### config.mk
export PLATFORM = sky130hd
export DESIGN_NAME = vdisk_sd_arbiter
export DESIGN_NICKNAME = d
export VERILOG_FILES = /design/src/rtl/vdisk_pkg.sv /design/src/rtl/rr_arbiter.sv /design/src/rtl/vdisk_sd_arbiter.sv
export SDC_FILE = /design/constraint.sdc
export NUM_CORES = 1
export LEC_CHECK = 0
export ABC_AREA = 1
export CAP_MARGIN = 10
export CORE_MARGIN = 1.5
export CORE_UTILIZATION = 48
export DETAILED_ROUTE_END_ITERATION = 6
export PLACE_DENSITY = 0.82
export SKIP_LAST_GASP = 1
export SYNTH_ARGS = -nofsm -noshare
export SYNTH_HDL_FRONTEND = slang
export SYNTH_SLANG_ARGS = --single-unit
### constraint.sdc
create_clock -name clk_sys -period 5.9 [get_ports clk_sys]
set_clock_uncertainty 0.15 [all_clocks]
set_input_delay 0.885 -clock clk_sys [delete_from_list [all_inputs] [get_ports clk_sys]]
set_output_delay 0.885 -clock clk_sys [all_outputs]
set_load 0.02 [all_outputs]
### src/rtl/vdisk_pkg.sv
// Shared definitions for the virtual-drive SD transfer arbiter.
//   NUM_DEV       : number of virtual drives behind hps_io
//   DEV_*         : drive index constants
//   vdisk_state_t : transfer sequencer states
package vdisk_pkg;

  localparam int NUM_DEV = 3;

  localparam int DEV_HDD = 0;
  localparam int DEV_FD1 = 1;
  localparam int DEV_FD2 = 2;

  typedef enum logic [1:0] {
    IDLE  = 2'd0,
    ISSUE = 2'd1,
    XFER  = 2'd2,
    DONE  = 2'd3
  } vdisk_state_t;

endpackage

### src/rtl/rr_arbiter.sv
// Combinational round-robin pick.
//   pend : pending mask, one bit per drive
//   last : index of the most recently completed grant
//   vld  : some drive is pending
//   idx  : first pending drive searching from last+1, wrapping
module rr_arbiter #(
  parameter int NUM_DEV = 3,
  parameter int IDX_W   = 2
) (
  input  logic [NUM_DEV-1:0] pend,
  input  logic [IDX_W-1:0]   last,
  output logic               vld,
  output logic [IDX_W-1:0]   idx
);

  always_comb begin
    vld = 1'b0;
    idx = '0;
    for (int k = 1; k <= NUM_DEV; k++) begin
      if (!vld && pend[(int'(last) + k) % NUM_DEV]) begin
        vld = 1'b1;
        idx = IDX_W'((int'(last) + k) % NUM_DEV);
      end
    end
  end

endmodule

### src/rtl/vdisk_sd_arbiter.sv
// Serialises SD block transfers from the virtual drives onto hps_io.
// Only one transfer is in flight because the sd_buff_* bus is shared.
//   clk_sys, reset_n        : clock, async active-low reset
//   req_rd/req_wr/req_lba   : per-drive request pulses and LBA
//   dev_busy/done/err       : per-drive status back to the clients
//   grant                   : one-hot selected drive (sd_buff_din mux)
//   sd_lba/sd_rd/sd_wr/ack  : hps_io SD lanes
//   cpu_wait                : stalls the CPU while the hard disk is busy
module vdisk_sd_arbiter
  import vdisk_pkg::*;
#(
  parameter int NUM_DEV   = vdisk_pkg::NUM_DEV,
  parameter int TIMEOUT_W = 20
) (
  input  logic                    clk_sys,
  input  logic                    reset_n,
  input  logic [NUM_DEV-1:0]      req_rd,
  input  logic [NUM_DEV-1:0]      req_wr,
  input  logic [NUM_DEV-1:0][31:0] req_lba,
  output logic [NUM_DEV-1:0]      dev_busy,
  output logic [NUM_DEV-1:0]      dev_done,
  output logic [NUM_DEV-1:0]      dev_err,
  output logic [NUM_DEV-1:0]      grant,
  output logic [31:0]             sd_lba,
  output logic [NUM_DEV-1:0]      sd_rd,
  output logic [NUM_DEV-1:0]      sd_wr,
  input  logic [NUM_DEV-1:0]      sd_ack,
  output logic                    cpu_wait
);

  localparam int IDX_W = (NUM_DEV > 1) ? $clog2(NUM_DEV) : 1;
  // Fires on the (2^TIMEOUT_W-1)th ISSUE cycle without an ack.
  localparam logic [TIMEOUT_W-1:0] TMO_LAST = {{(TIMEOUT_W-1){1'b1}}, 1'b0};

  vdisk_state_t          state, state_d;
  logic [IDX_W-1:0]      sel, sel_d, last_grant, last_d, arb_idx;
  logic                  arb_vld;
  logic [TIMEOUT_W-1:0]  cnt, cnt_d;
  logic [NUM_DEV-1:0]    pend_rd, pend_wr, clr_rd, clr_wr, old_ack;
  logic [NUM_DEV-1:0]    grant_d, rd_d, wr_d, done_d, err_d;
  logic [31:0]           lba_d;
  logic                  ack_rise, ack_fall, cpu_wait_d;

  rr_arbiter #(.NUM_DEV(NUM_DEV), .IDX_W(IDX_W)) u_rr (
    .pend (pend_rd | pend_wr),
    .last (last_grant),
    .vld  (arb_vld),
    .idx  (arb_idx)
  );

  // Only the granted drive's ack is looked at.
  assign ack_rise = sd_ack[sel] & ~old_ack[sel];
  assign ack_fall = ~sd_ack[sel] & old_ack[sel];

  assign dev_busy = pend_rd | pend_wr | grant;

  always_comb begin
    state_d = state;
    sel_d   = sel;
    last_d  = last_grant;
    cnt_d   = cnt;
    grant_d = grant;
    lba_d   = sd_lba;
    rd_d    = sd_rd;
    wr_d    = sd_wr;
    done_d  = '0;
    err_d   = '0;
    clr_rd  = '0;
    clr_wr  = '0;
    unique case (state)
      IDLE: begin
        // grant is held one cycle past dev_done so the client still owns
        // the buffer mux while it sees completion; release it here first.
        if (|grant) begin
          grant_d = '0;
        end else if (arb_vld) begin
          sel_d            = arb_idx;
          grant_d          = '0;
          grant_d[arb_idx] = 1'b1;
          lba_d            = req_lba[arb_idx];
          cnt_d            = '0;
          state_d          = ISSUE;
          // Write wins when both are pending; the read stays queued.
          if (pend_wr[arb_idx]) begin
            wr_d[arb_idx]   = 1'b1;
            clr_wr[arb_idx] = 1'b1;
          end else begin
            rd_d[arb_idx]   = 1'b1;
            clr_rd[arb_idx] = 1'b1;
          end
        end
      end
      ISSUE: begin
        if (ack_rise) begin
          rd_d    = '0;
          wr_d    = '0;
          state_d = XFER;
        end else if (cnt == TMO_LAST) begin
          rd_d       = '0;
          wr_d       = '0;
          err_d[sel] = 1'b1;
          grant_d    = '0;
          state_d    = IDLE;
        end else begin
          cnt_d = cnt + TIMEOUT_W'(1);
        end
      end
      XFER: begin
        if (ack_fall) state_d = DONE;
      end
      DONE: begin
        done_d[sel] = 1'b1;
        last_d      = sel;
        state_d     = IDLE;
      end
      default: state_d = IDLE;
    endcase
    // Uses the next grant so cpu_wait drops on the same edge as grant[0].
    cpu_wait_d = pend_rd[DEV_HDD] | pend_wr[DEV_HDD] | grant_d[DEV_HDD];
  end

  always_ff @(posedge clk_sys or negedge reset_n) begin
    if (!reset_n) state <= IDLE;
    else          state <= state_d;
  end

  always_ff @(posedge clk_sys or negedge reset_n) begin
    if (!reset_n) begin
      sel        <= '0;
      last_grant <= IDX_W'(NUM_DEV - 1);
      cnt        <= '0;
      pend_rd    <= '0;
      pend_wr    <= '0;
      old_ack    <= '0;
      grant      <= '0;
      sd_lba     <= '0;
      sd_rd      <= '0;
      sd_wr      <= '0;
      dev_done   <= '0;
      dev_err    <= '0;
      cpu_wait   <= 1'b0;
    end else begin
      sel        <= sel_d;
      last_grant <= last_d;
      cnt        <= cnt_d;
      // A new pulse on the serviced drive re-arms pending: never merged.
      pend_rd    <= (pend_rd & ~clr_rd) | req_rd;
      pend_wr    <= (pend_wr & ~clr_wr) | req_wr;
      old_ack    <= sd_ack;
      grant      <= grant_d;
      sd_lba     <= lba_d;
      sd_rd      <= rd_d;
      sd_wr      <= wr_d;
      dev_done   <= done_d;
      dev_err    <= err_d;
      cpu_wait   <= cpu_wait_d;
    end
  end

endmodule

# Yosys cells after proc, flatten, opt, wreduce, memory -nomap -nowiden

Index checks and enable logic that the tools add are counted.

Add/subtract/negate cells: 4
Divide/modulo/power cells: 3
$lt $le $gt $ge: 7
Equality and inequality tests: 14
Multiplexer cells: 65
Bitwise logic cells: 17
Reductions and logical operators: 15

Operators with widths:

| operator                                                    | count |
|---|---|
| less-than comparator 32 x 4 -> 1 bit, second input constant | 3 |
| modulo 32 x 3 -> 32 bit, second input constant              | 3 |
| two-way mux 20 bit                                          | 4 |
| two-way mux 3 bit                                           | 24 |
| binary-select mux 32 bit (select 2 bit)                     | 1 |
| case mux 20 bit (2 select lines)                            | 1 |
| two-way mux 32 bit                                          | 1 |
| adder 20 x 1 -> 20 bit, second input constant               | 1 |
| equality test 20 bit, second input constant                 | 1 |
| bitwise OR 3 bit                                            | 6 |
| case mux 3 bit (2 select lines)                             | 3 |
| two-way mux 2 bit                                           | 8 |
| inequality test 2 bit, second input constant                | 8 |
| AND reduction 5 bit                                         | 3 |
| two-way mux 1 bit                                           | 14 |
| binary-select mux 1 bit (select 2 bit)                      | 6 |
| case mux 2 bit (4 select lines)                             | 1 |
| AND reduction 4 bit                                         | 2 |
| adder 2 x 2 -> 3 bit, second input constant                 | 2 |
| AND 3 bit                                                   | 2 |
| less-than comparator 2 x 3 -> 1 bit, second input constant  | 2 |
| inequality test 3 bit, second input constant                | 2 |
| inverter 3 bit                                              | 2 |
| demux 1 bit (select 2 bit)                                  | 2 |
| 13 further kinds                                            | 23 |

Bits in registers: 83
Output and inout port bits: 51
Word-level logic and storage cells: 140

# Longest topological paths before layout

Gate-level depths: netlist of run 1.

Depth in word-level cells: 23
Depth in mapped cells: 19

# Hierarchy

A second synthesis of run 1 with hierarchy kept.

Cells, all modules: 622
Area, all modules: 4688.2 sq um

By module, submodules not included:

| module           | times used | cells each | area an instance (sq um) |
|---|---|---|---|
| vdisk_sd_arbiter | 1          | 580        | 4474.3 |
| rr_arbiter       | 1          | 42         | 214.0 |

# Worst setup path after synthesis of run 1

No wires, ideal clock.

Path type: reg-to-reg
Start: register last_grant[1]
End: register sd_lba[15]
Setup time: 117 ps
Data arrival time: 2087 ps
Required time: 5633 ps
Path slack: 3546 ps
Cell stages (with the launch flop): 19
Path buffers: 3
Period minus slack after synthesis: 2354 ps
Cell sequence: dfstp_2 > ha_1 > buf_2 > inv_2 > nand2_1 > nand2_1 > nand2_1 > nand2_2 > nand2_2 > nor2_2 > nand2_1 > nand2_2 > inv_2 > buf_6 > buf_4 > nand2_1 > o21ai_1 > nand2_1 > nand2_1

Cells in the longest elaborated chain, start to end: 14

RTL lines:

| item                                                 | RTL line                           | text |
|---|---|---|
| from (decl)                                          | vdisk_sd_arbiter.sv:36             | `logic [IDX_W-1:0] sel, sel_d, last_grant, last_d, arb_idx;` |
| from (signal assigned)                               | vdisk_sd_arbiter.sv:130            | `last_grant <= IDX_W'(NUM_DEV - 1);` |
| from (signal assigned)                               | vdisk_sd_arbiter.sv:144            | `last_grant <= last_d;` |
| adder 2 x 1 -> 3 bit                                 | rr_arbiter.sv:20, rr_arbiter.sv:22 |  |
| modulo 32 x 3 -> 32 bit                              | rr_arbiter.sv:20, rr_arbiter.sv:22 |  |
| binary-select mux 1 bit (select 2 bit)               | rr_arbiter.sv:20                   | `if (!vld && pend[(int'(last) + k) % NUM_DEV]) begin` |
| two-way mux 1 bit (implied by the code) (2 in a row) | rr_arbiter.sv:20                   |  |
| two-way mux 1 bit                                    | rr_arbiter.sv:20                   |  |
| logical NOT 1 bit                                    | rr_arbiter.sv:20                   |  |
| logical AND 1 bit                                    | rr_arbiter.sv:20                   |  |
| two-way mux 1 bit                                    | rr_arbiter.sv:20                   |  |
| logical NOT 1 bit                                    | rr_arbiter.sv:20                   |  |
| logical AND 1 bit                                    | rr_arbiter.sv:20                   |  |
| two-way mux 2 bit                                    | rr_arbiter.sv:20                   |  |
| binary-select mux 32 bit (select 2 bit)              | vdisk_sd_arbiter.sv:80             | `lba_d = req_lba[arb_idx];` |
| two-way mux 32 bit (implied by the code)             | vdisk_sd_arbiter.sv:80             |  |
| to (signal assigned)                                 | vdisk_sd_arbiter.sv:151            | `sd_lba <= lba_d;` |
| to (decl)                                            | vdisk_sd_arbiter.sv:24             | `output logic [31:0] sd_lba,` |

Parallel ways exist; a longest one is shown, timed or not. The select of a mux whose other input is x is not followed.
A chain may end at the register's enable or synchronous reset.

# Final worst setup path of run 1

Start: register last_grant[0]
End: register sd_wr[0]

Cells in the longest elaborated chain, start to end: 21

RTL lines:

| item                                                 | RTL line                           | text |
|---|---|---|
| adder 2 x 1 -> 3 bit                                 | rr_arbiter.sv:20, rr_arbiter.sv:22 |  |
| modulo 32 x 3 -> 32 bit                              | rr_arbiter.sv:20, rr_arbiter.sv:22 |  |
| binary-select mux 1 bit (select 2 bit)               | rr_arbiter.sv:20                   |  |
| two-way mux 1 bit (implied by the code) (2 in a row) | rr_arbiter.sv:20                   |  |
| two-way mux 1 bit                                    | rr_arbiter.sv:20                   |  |
| logical NOT 1 bit                                    | rr_arbiter.sv:20                   |  |
| logical AND 1 bit                                    | rr_arbiter.sv:20                   |  |
| two-way mux 1 bit                                    | rr_arbiter.sv:20                   |  |
| (+4 left out)                                        | --                                 |  |
| logical AND 1 bit (implied by the code)              | vdisk_sd_arbiter.sv:85             | `wr_d[arb_idx] = 1'b1;` |
| two-way mux 1 bit (implied by the code)              | vdisk_sd_arbiter.sv:85             |  |
| demux 1 bit (select 2 bit)                           | vdisk_sd_arbiter.sv:85             |  |
| bitwise OR 3 bit (no source line)                    | --                                 |  |
| two-way mux 3 bit                                    | vdisk_sd_arbiter.sv:84             | `if (pend_wr[arb_idx]) begin` |
| two-way mux 3 bit                                    | vdisk_sd_arbiter.sv:76             | `end else if (arb_vld) begin` |
| two-way mux 3 bit                                    | vdisk_sd_arbiter.sv:74             | `if (\|grant) begin` |
| case mux 3 bit (2 select lines)                      | vdisk_sd_arbiter.sv:70             | `unique case (state)` |
| to (signal assigned)                                 | vdisk_sd_arbiter.sv:153            | `sd_wr <= wr_d;` |
| to (decl)                                            | vdisk_sd_arbiter.sv:26             | `output logic [NUM_DEV-1:0] sd_wr,` |

Parallel ways exist; a longest one is shown, timed or not. The select of a mux whose other input is x is not followed.

==> results of run 1 <==
-- placed cells by master (no fill, tap or decap), types with 10 or more instances in the layout --
master / Yosys / layout
clkbuf_8: 0 / 12
nand4_1: 10 / 10
clkdlybuf4s50_1: 0 / 156
o21ai_1: 70 / 70
nor3_1: 13 / 13
inv_1: 76 / 76
nand3_1: 29 / 29
o21ai_0: 14 / 14
dfrtp_1: 82 / 82
xor2_1: 13 / 13
nand2_1: 273 / 272
nor2_1: 46 / 46
-- synth_stat cells, drive strengths merged --
library cell,number
xor2,13
o211ai,2
dfstp,1
inv,85
ha,6
o21bai,5
nor3b,1
o21a,1
o31ai,2
a21oi,3
xnor2,5
a22oi,1
nor4,4
nand4,10
nand2,277
nand3b,2
dfrtp,82
o21ai,84
nor2,50
nand3,34
clkbuf,8
o221ai,1
nor3,15
or2,2
buf,18
-- worst register-to-register path, stage by stage (launching register included) --
cell and delay [ns]:
dfrtp_1 0.41, inv_1 0.08, ha_1 0.40, inv_2 0.10, nand2_1 0.05, nand2_1 0.07
nand2_1 0.05, nand2_2 0.13, nand2_2 0.08, nor2_2 0.10, nand2_1 0.08, nand2_2 0.79
nand3_2 0.23, nand3_2 0.18, nand2_1 0.10, nand2_1 0.10, nand2_1 0.05
-- per-layer routing --
metal	track usage, %	up-vias
li1	-	2516
met1	29.9	2256
met2	44.4	148
met3	4.80	22
met4	10.6	0
met5	0	-
-- state kept, by name, indices dropped and copies added (netlist names), named ones only --
name / cells
cnt: 20
cpu_wait: 1
dev_done: 3
dev_err: 3
grant: 3
last_grant: 2
old_ack: 3
pend_rd: 3
pend_wr: 3
sd_lba: 32
sd_rd: 3
sd_wr: 3
sel: 2
state: 1
-- kinds of logic (layout without fill, tap and decap cells) --
| group | after synthesis | count (layout) | share of synthesized area [%] |
|---|---|---|---|
| compound gates | 99 | 99 | 10.6 |
| buf+inv | 111 | 259 | 9.62 |
| xor+xnor | 18 | 18 | 3.17 |
| fa+ha+maj | 6 | 6 | 1.51 |
| flops | 83 | 83 | 41.8 |
| simple gates | 395 | 395 | 33.2 |
-- report_power, final --
group | internal [mW] | switching [mW]
sequential | 0.749 | 0.129
clock | 0.229 | 0.209
combinational | 0.716 | 1.25
total | 1.69 | 1.59
-- area by class of cell --
type                    instances  share of cell area (%)
multi-input cells             518                    35.7
flip-flops and latches         83                    30.7
repair buffers                158                    23.3
inverters                      85                    4.72
well taps                     133                    2.46
clock buffers                  12                    2.44
clock inverters                 4                   0.703
-- metrics by stage --
stage | power (mW) | hold slack, ns | instances
2_1_floorplan | 2.30 | 0.334 | 712
3_3_place_gp | 2.81 | 0.312 | 977
3_5_place_dp | 2.86 | 0.315 | 977
4_1_cts | 3.30 | 0.337 | 993
5_1_grt | 3.60 | 0.352 | 993
6_report | 3.29 | 0.332 | 993
-- worst max-delay path by stage --
stage                             start         end  slack (ns)  depth (start not counted)
final                     last_grant[0]    sd_wr[0]        2.63                         16
after CTS                 last_grant[0]    sd_wr[0]        2.63                         16
after global placement    last_grant[1]    sd_wr[1]        2.81                         15
after detailed placement  last_grant[1]    sd_wr[0]        2.65                         15
after global routing      last_grant[0]    sd_wr[1]        2.31                         16
after floorplan           last_grant[1]  sd_lba[15]        3.55                         18
==> impl_metrics.prom, run 1 <==
# TYPE chip_impl_metric gauge
chip_impl_metric{name="placeable_core_region",unit="um^2"} 9910
chip_impl_info{name="timing.critical_path.from_type",value="flop"} 1
chip_impl_info{name="critical_path.cell_chain",value="inv_1 > ha_1 > inv_2 > nand2_1 > nand2_1 > nand2_1 > nand2_2 > nand2_2 > nor2_2 > nand2_1 > nand2_2 > nand3_2 > nand3_2 > nand2_1 > nand2_1 > nand2_1"} 1
chip_impl_metric{name="setup_viol_count_final",unit=""} 0
chip_impl_metric{name="std_cell_rows",unit=""} 36
chip_impl_metric{name="yosysWarnings",unit=""} 0
chip_impl_metric{name="detail_route.iter0.violations",unit=""} 211
chip_impl_metric{name="min_period_over_period",unit="%"} 55.3
chip_impl_metric{name="routed_met2_length",unit="um"} 6430
chip_impl_metric{name="finish.instance_area",unit="um^2"} 6770
chip_impl_metric{name="grt_max_degree",unit=""} 84
chip_impl_metric{name="whs_path_depth",unit=""} 2
chip_impl_metric{name="grt_first_pass_wirelength",unit="um"} 22400
chip_impl_metric{name="gp_routability_congestion",unit=""} 0.967
chip_impl_metric{name="post_dp_cell_area",unit="um^2"} 6550
chip_impl_metric{name="post_synth_instance_area",unit="um^2"} 4970
chip_impl_metric{name="clock_path_buffers",unit=""} 2
chip_impl_metric{name="timing.critical_path.required",unit="ns"} 6.00
chip_impl_metric{name="fp.dieH",unit="um"} 105
chip_impl_metric{name="routedLengthMet1",unit="um"} 5540
chip_impl_metric{name="clock_sink_count",unit=""} 83
chip_impl_metric{name="crit_path_max_fanout",unit=""} 67
chip_impl_metric{name="timing.final.hold_violations",unit=""} 0
chip_impl_metric{name="postLayoutSetupSlackWorst",unit="ns"} 2.63
chip_impl_info{name="timing.hold.worst_endpoint",value="sd_lba[28]"} 1
chip_impl_metric{name="detail_route.wirelength",unit="um"} 13000
chip_impl_metric{name="first_global_vias",unit=""} 4994
chip_impl_metric{name="cp.buffers_inverters",unit=""} 2
chip_impl_info{name="cts_tree",value="done"} 1
chip_impl_metric{name="multi_input_area",unit="um^2"} 2410
chip_impl_info{name="root_buffer",value="clkbuf_8"} 1
chip_impl_metric{name="crit_arrival",unit="ns"} 3.36
chip_impl_metric{name="ys_seq_area_share",unit="%"} 41.8
chip_impl_metric{name="postCtsResizedCells",unit=""} 0
chip_impl_info{name="start_of_the_worst_register_to_register_path",value="last_grant[0]"} 1
chip_impl_metric{name="routedWlPerCell",unit="um"} 13.1
chip_impl_metric{name="power_per_cell_area",unit="nW/um^2"} 486
chip_impl_metric{name="drt.antenna.violating_nets",unit=""} 0
chip_impl_metric{name="numPortBuffers",unit=""} 157
chip_impl_info{name="crit_type",value="reg2reg"} 1
chip_impl_metric{name="cts_setup_buffers",unit=""} 0
chip_impl_metric{name="finalCoreUtilization",unit="%"} 68.3
chip_impl_info{name="leading_cell_types_by_total_area_after_synthesis",value="dfrtp_1 41%, nand2_1 21%, o21ai_1 7.1%"} 1
chip_impl_metric{name="viasPerCell",unit=""} 4.98
chip_impl_info{name="timing.critical_path.mode_cell",value="nand2_1"} 1
chip_impl_info{name="hold_class",value="reg2reg"} 1
chip_impl_metric{name="number_of_antenna_diodes",unit=""} 0
chip_impl_metric{name="cts_made_buffers",unit=""} 9
chip_impl_metric{name="synth_seq_cells",unit=""} 83
chip_impl_metric{name="timing.final.max_slew_violations",unit=""} 0
chip_impl_info{name="synth.largest_area_cell",value="dfrtp_1"} 1
chip_impl_info{name="top_layer",value="met4"} 1
chip_impl_metric{name="reg2regPathDepth",unit=""} 16
chip_impl_metric{name="drv_cap",unit=""} 0
chip_impl_metric{name="fill_cells",unit=""} 851
chip_impl_metric{name="vias",unit=""} 4942
chip_impl_metric{name="cellLeakagePower",unit="nW"} 3.21
chip_impl_metric{name="post_synth_inst_count",unit=""} 712
chip_impl_info{name="min-delay-start",value="sd_lba[28]"} 1
chip_impl_metric{name="slowest_delay",unit="ns"} 0.79
chip_impl_metric{name="netlist-cell-type-count",unit=""} 34
chip_impl_metric{name="wl_met3",unit="um"} 735
chip_impl_info{name="setup_repair_after_global_routing_missed_its_margin",value="false"} 1
chip_impl_info{name="worst_path_dominant_cell_family",value="simple AND/OR/NAND/NOR gates"} 1
chip_impl_metric{name="setup-tns-final",unit="ns"} 0
chip_impl_metric{name="io_pins",unit=""} 158
chip_impl_metric{name="post_route_cells_drive_above_1_share",unit="%"} 5.35
chip_impl_metric{name="worst_skew_pair_latency",unit="ns"} 0.36
chip_impl_metric{name="fmaxAchievable",unit="MHz"} 306
chip_impl_metric{name="period_minus_slack",unit="ns"} 3.27
chip_impl_metric{name="globalRouteTotalUtil",unit="%"} 25.2
chip_impl_metric{name="path_clk_slew",unit="ns"} 0.08
chip_impl_metric{name="share_of_the_synthesized_area_in_the_top_cell_type",unit="%"} 41.3
chip_impl_metric{name="globalRoute.totalOverflow",unit=""} 0
chip_impl_metric{name="worst-r2r-setup-slack",unit="ns"} 2.63
chip_impl_info{name="reg2reg_to",value="sd_wr[0]"} 1
chip_impl_metric{name="number_of_antenna_violations_at_the_first_check_in_global_routing",unit=""} 0
chip_impl_metric{name="die_width",unit="um"} 105
chip_impl_metric{name="die_area",unit="um^2"} 11000
chip_impl_info{name="status",value="completed"} 1
chip_impl_info{name="end_kind",value="flop"} 1
chip_impl_metric{name="synth_fp_nets",unit=""} 825
chip_impl_metric{name="initial_utilization",unit="%"} 50.1
chip_impl_metric{name="final_net_count",unit=""} 968
chip_impl_info{name="critical-path-slowest-cell",value="nand2_2"} 1
chip_impl_metric{name="dp_slack",unit="ns"} 2.65
chip_impl_metric{name="synthesis.area_per_instance",unit="um^2"} 6.97
chip_impl_metric{name="dpl_wire_length",unit="um"} 9810
chip_impl_metric{name="worst_slew_pin_slew",unit="ns"} 1.12
chip_impl_metric{name="cts_hold_buffers",unit=""} 0
chip_impl_metric{name="final-seq-area",unit="um^2"} 2080
chip_impl_metric{name="max-vdd-ir-drop",unit="mV"} 0.274
chip_impl_metric{name="worst_slew_margin_rel",unit="%"} 24.9
chip_impl_metric{name="layout-area-overhead-vs-synth",unit="%"} 36.2
chip_impl_metric{name="post-route-drc-count",unit=""} 0
chip_impl_metric{name="htree_num_levels",unit=""} 3
chip_impl_metric{name="drt_pre_antenna_iters",unit=""} 4
Power figures use the tool's default switching activity.
==> run 2: changes to the inputs <==
CORE_UTILIZATION = 47   (was 48)
PLACE_DENSITY = 0.81   (was 0.82)
clock period = 3.2 ns   (was 5.9 ns; I/O delays follow)
==> impl_metrics.prom, run 2 (same netlist as run 1, synthesis figures left out) <==
# TYPE chip_impl_metric gauge
chip_impl_metric{name="postLayoutSetupSlackWorst",unit="ns"} 0.424
chip_impl_info{name="cts_tree",value="done"} 1
chip_impl_metric{name="post_route_cells_drive_above_1_share",unit="%"} 6.32
chip_impl_metric{name="initial_utilization",unit="%"} 48.3
chip_impl_metric{name="die_width",unit="um"} 106
chip_impl_metric{name="final-seq-area",unit="um^2"} 2080
chip_impl_info{name="layout_common_cells",value="272 x nand2_1, 156 x clkdlybuf4s50_1, 82 x dfrtp_1, 76 x inv_1, 70 x o21ai_1"} 1
chip_impl_metric{name="vias",unit=""} 4954
chip_impl_metric{name="post-route-drc-count",unit=""} 0
chip_impl_metric{name="worst_slew_pin_slew",unit="ns"} 0.639
chip_impl_info{name="largest_registers",value="sd_lba x32, cnt x20"} 1
chip_impl_metric{name="path_clk_slew",unit="ns"} 0.08
chip_impl_info{name="failed_checks",value="hold timing"} 1
chip_impl_metric{name="postCtsResizedCells",unit=""} 0
chip_impl_metric{name="drv_cap",unit=""} 0
chip_impl_info{name="mostFrequentLayoutCell",value="nand2_1"} 1
chip_impl_metric{name="switching_power",unit="mW"} 2.95
chip_impl_metric{name="crit_path_max_fanout",unit=""} 48
chip_impl_metric{name="fp.dieH",unit="um"} 106
chip_impl_metric{name="power_per_cell_area",unit="nW/um^2"} 913
chip_impl_metric{name="p_int",unit="mW"} 3.34
chip_impl_metric{name="timing.final.hold_violations",unit=""} 11
chip_impl_metric{name="globalRouteTotalUtil",unit="%"} 24.8
chip_impl_metric{name="final.hold.worst_slack",unit="ns"} -0.0171
chip_impl_metric{name="number_of_antenna_diodes",unit=""} 0
chip_impl_metric{name="numPortBuffers",unit=""} 157
chip_impl_metric{name="cts_hold_buffers",unit=""} 0
chip_impl_metric{name="cts_made_buffers",unit=""} 9
chip_impl_metric{name="std_cell_rows",unit=""} 37
chip_impl_metric{name="htree_num_levels",unit=""} 3
chip_impl_metric{name="combPwrFrac",unit="%"} 59.8
chip_impl_metric{name="clockPowerShare",unit="%"} 14.5
chip_impl_metric{name="routed_met2_length",unit="um"} 6560
chip_impl_metric{name="finalCoreUtilization",unit="%"} 67.0
chip_impl_metric{name="finish.instance_area",unit="um^2"} 6890
chip_impl_metric{name="multi_input_area",unit="um^2"} 2410
chip_impl_metric{name="period_minus_slack",unit="ns"} 2.78
chip_impl_metric{name="die_area",unit="um^2"} 11200
chip_impl_metric{name="worst_slew_margin_rel",unit="%"} 57.4
chip_impl_metric{name="timing.final.max_slew_violations",unit=""} 0
chip_impl_metric{name="fmaxAchievable",unit="MHz"} 360
chip_impl_metric{name="grt_first_pass_wirelength",unit="um"} 22100
chip_impl_metric{name="switching_share",unit="%"} 46.9
chip_impl_metric{name="io_pins",unit=""} 158
chip_impl_info{name="reg2reg_to",value="sd_lba[29]"} 1
chip_impl_metric{name="dp_slack",unit="ns"} 0.456
chip_impl_metric{name="wl_met3",unit="um"} 784
chip_impl_metric{name="max-vdd-ir-drop",unit="mV"} 0.466
chip_impl_metric{name="dp.cells",unit=""} 990
chip_impl_metric{name="viasPerCell",unit=""} 4.92
chip_impl_metric{name="fill_cells",unit=""} 934
chip_impl_metric{name="first_global_vias",unit=""} 4753
chip_impl_info{name="setup_repair_after_global_routing_missed_its_margin",value="false"} 1
chip_impl_metric{name="cts_setup_buffers",unit=""} 0
chip_impl_metric{name="clock_sink_count",unit=""} 83
chip_impl_metric{name="routedWlPerCell",unit="um"} 13.1
chip_impl_metric{name="detail_route.wirelength",unit="um"} 13200
chip_impl_metric{name="setup-tns-final",unit="ns"} 0
chip_impl_info{name="hold_class",value="in2async"} 1
chip_impl_metric{name="drt.antenna.violating_nets",unit=""} 0
chip_impl_metric{name="number_of_antenna_violations_at_the_first_check_in_global_routing",unit=""} 0
chip_impl_metric{name="clock_path_buffers",unit=""} 2
chip_impl_metric{name="pnr_total_power",unit="mW"} 6.29
chip_impl_metric{name="setup_viol_count_final",unit=""} 0
chip_impl_info{name="end_kind",value="flop"} 1
chip_impl_metric{name="timing.critical_path.required",unit="ns"} 3.30
chip_impl_metric{name="post_dp_cell_area",unit="um^2"} 6640
chip_impl_info{name="largest-register",value="sd_lba"} 1
chip_impl_metric{name="largest_register_ffs",unit=""} 32
chip_impl_metric{name="placeable_core_region",unit="um^2"} 10300
chip_impl_metric{name="final_net_count",unit=""} 978
chip_impl_info{name="status",value="finished, violations left"} 1
chip_impl_info{name="crit_type",value="reg2reg"} 1
chip_impl_info{name="top_layer",value="met4"} 1
chip_impl_metric{name="crit_arrival",unit="ns"} 2.88
chip_impl_metric{name="detail_route.iter0.violations",unit=""} 253
chip_impl_metric{name="gp_routability_congestion",unit=""} 0.882
chip_impl_metric{name="dpl_wire_length",unit="um"} 10200
chip_impl_metric{name="non_filler_instance_count_after_layout",unit=""} 1006
chip_impl_metric{name="globalRoute.totalOverflow",unit=""} 0
chip_impl_metric{name="routedLengthMet1",unit="um"} 5680
chip_impl_metric{name="cellLeakagePower",unit="nW"} 3.28
chip_impl_metric{name="layout-area-overhead-vs-synth",unit="%"} 38.6
chip_impl_metric{name="worst-r2r-setup-slack",unit="ns"} 0.42
chip_impl_info{name="crit_start",value="last_grant[0]"} 1
chip_impl_metric{name="sequentialPowerShare",unit="%"} 25.7
chip_impl_metric{name="min_period_over_period",unit="%"} 86.7
chip_impl_metric{name="grt_max_degree",unit=""} 52
chip_impl_metric{name="drt_pre_antenna_iters",unit=""} 4
chip_impl_metric{name="worst_skew_pair_latency",unit="ns"} 0.36
chip_impl_info{name="start_of_the_worst_register_to_register_path",value="last_grant[0]"} 1
chip_impl_info{name="root_buffer",value="clkbuf_8"} 1
chip_impl_info{name="timing.critical_path.from_type",value="flop"} 1
chip_impl_metric{name="reg2regPathDepth",unit=""} 17
==> run 2: worst max path at each step <==
stage / depth (start not counted) / slack, ns / endpoint
5_1_grt: 17 / 0.12 / sd_lba[29]
3_5_place_dp: 17 / 0.46 / sd_lba[29]
6_report: 17 / 0.42 / sd_lba[29]
2_1_floorplan: 18 / 0.85 / sd_lba[15]
3_3_place_gp: 16 / 0.49 / sd_lba[27]
4_1_cts: 17 / 0.43 / sd_lba[29]
==> run 2: area by class of cell <==
class | instances | share of cell area, %
clock buffers | 11 | 2.05
clock inverters | 5 | 1.45
inverters | 85 | 4.63
multi-input cells | 518 | 35.0
flip-flops and latches | 83 | 30.2
well taps | 136 | 2.47
repair buffers | 168 | 24.2
==> run 2: per-layer routing <==
layer / vias to the layer above / track usage, %
li1: 2538 / -
met1: 2266 / 30.8
met4: 0 / 7.72
met3: 13 / 6.00
met2: 137 / 42.4
met5: - / 0
==> run 2: power groups by stage <==
stage                     Clock (mW)  Sequential (mW)  Combinational [mW]
after floorplan                    0             1.89                2.36
after global placement             0             1.62                3.71
after detailed placement           0             1.62                3.77
after CTS                      0.929             1.62                3.78
after global routing           0.972             1.66                4.24
final                          0.914             1.62                3.76
==> run 2: worst max-delay path: stages (launching register included) <==
cell	delay [ns]
dfrtp_1	0.42
inv_1	0.08
ha_1	0.40
inv_2	0.10
nand2_1	0.05
nand2_1	0.07
nand2_1	0.05
nand2_2	0.13
nand2_2	0.08
nor2_2	0.10
nand2_1	0.07
nand2_2	0.33
buf_12	0.27
nand2_1	0.06
o21ai_0	0.09
o21ai_1	0.08
nand2_1	0.07
nand2_1	0.04
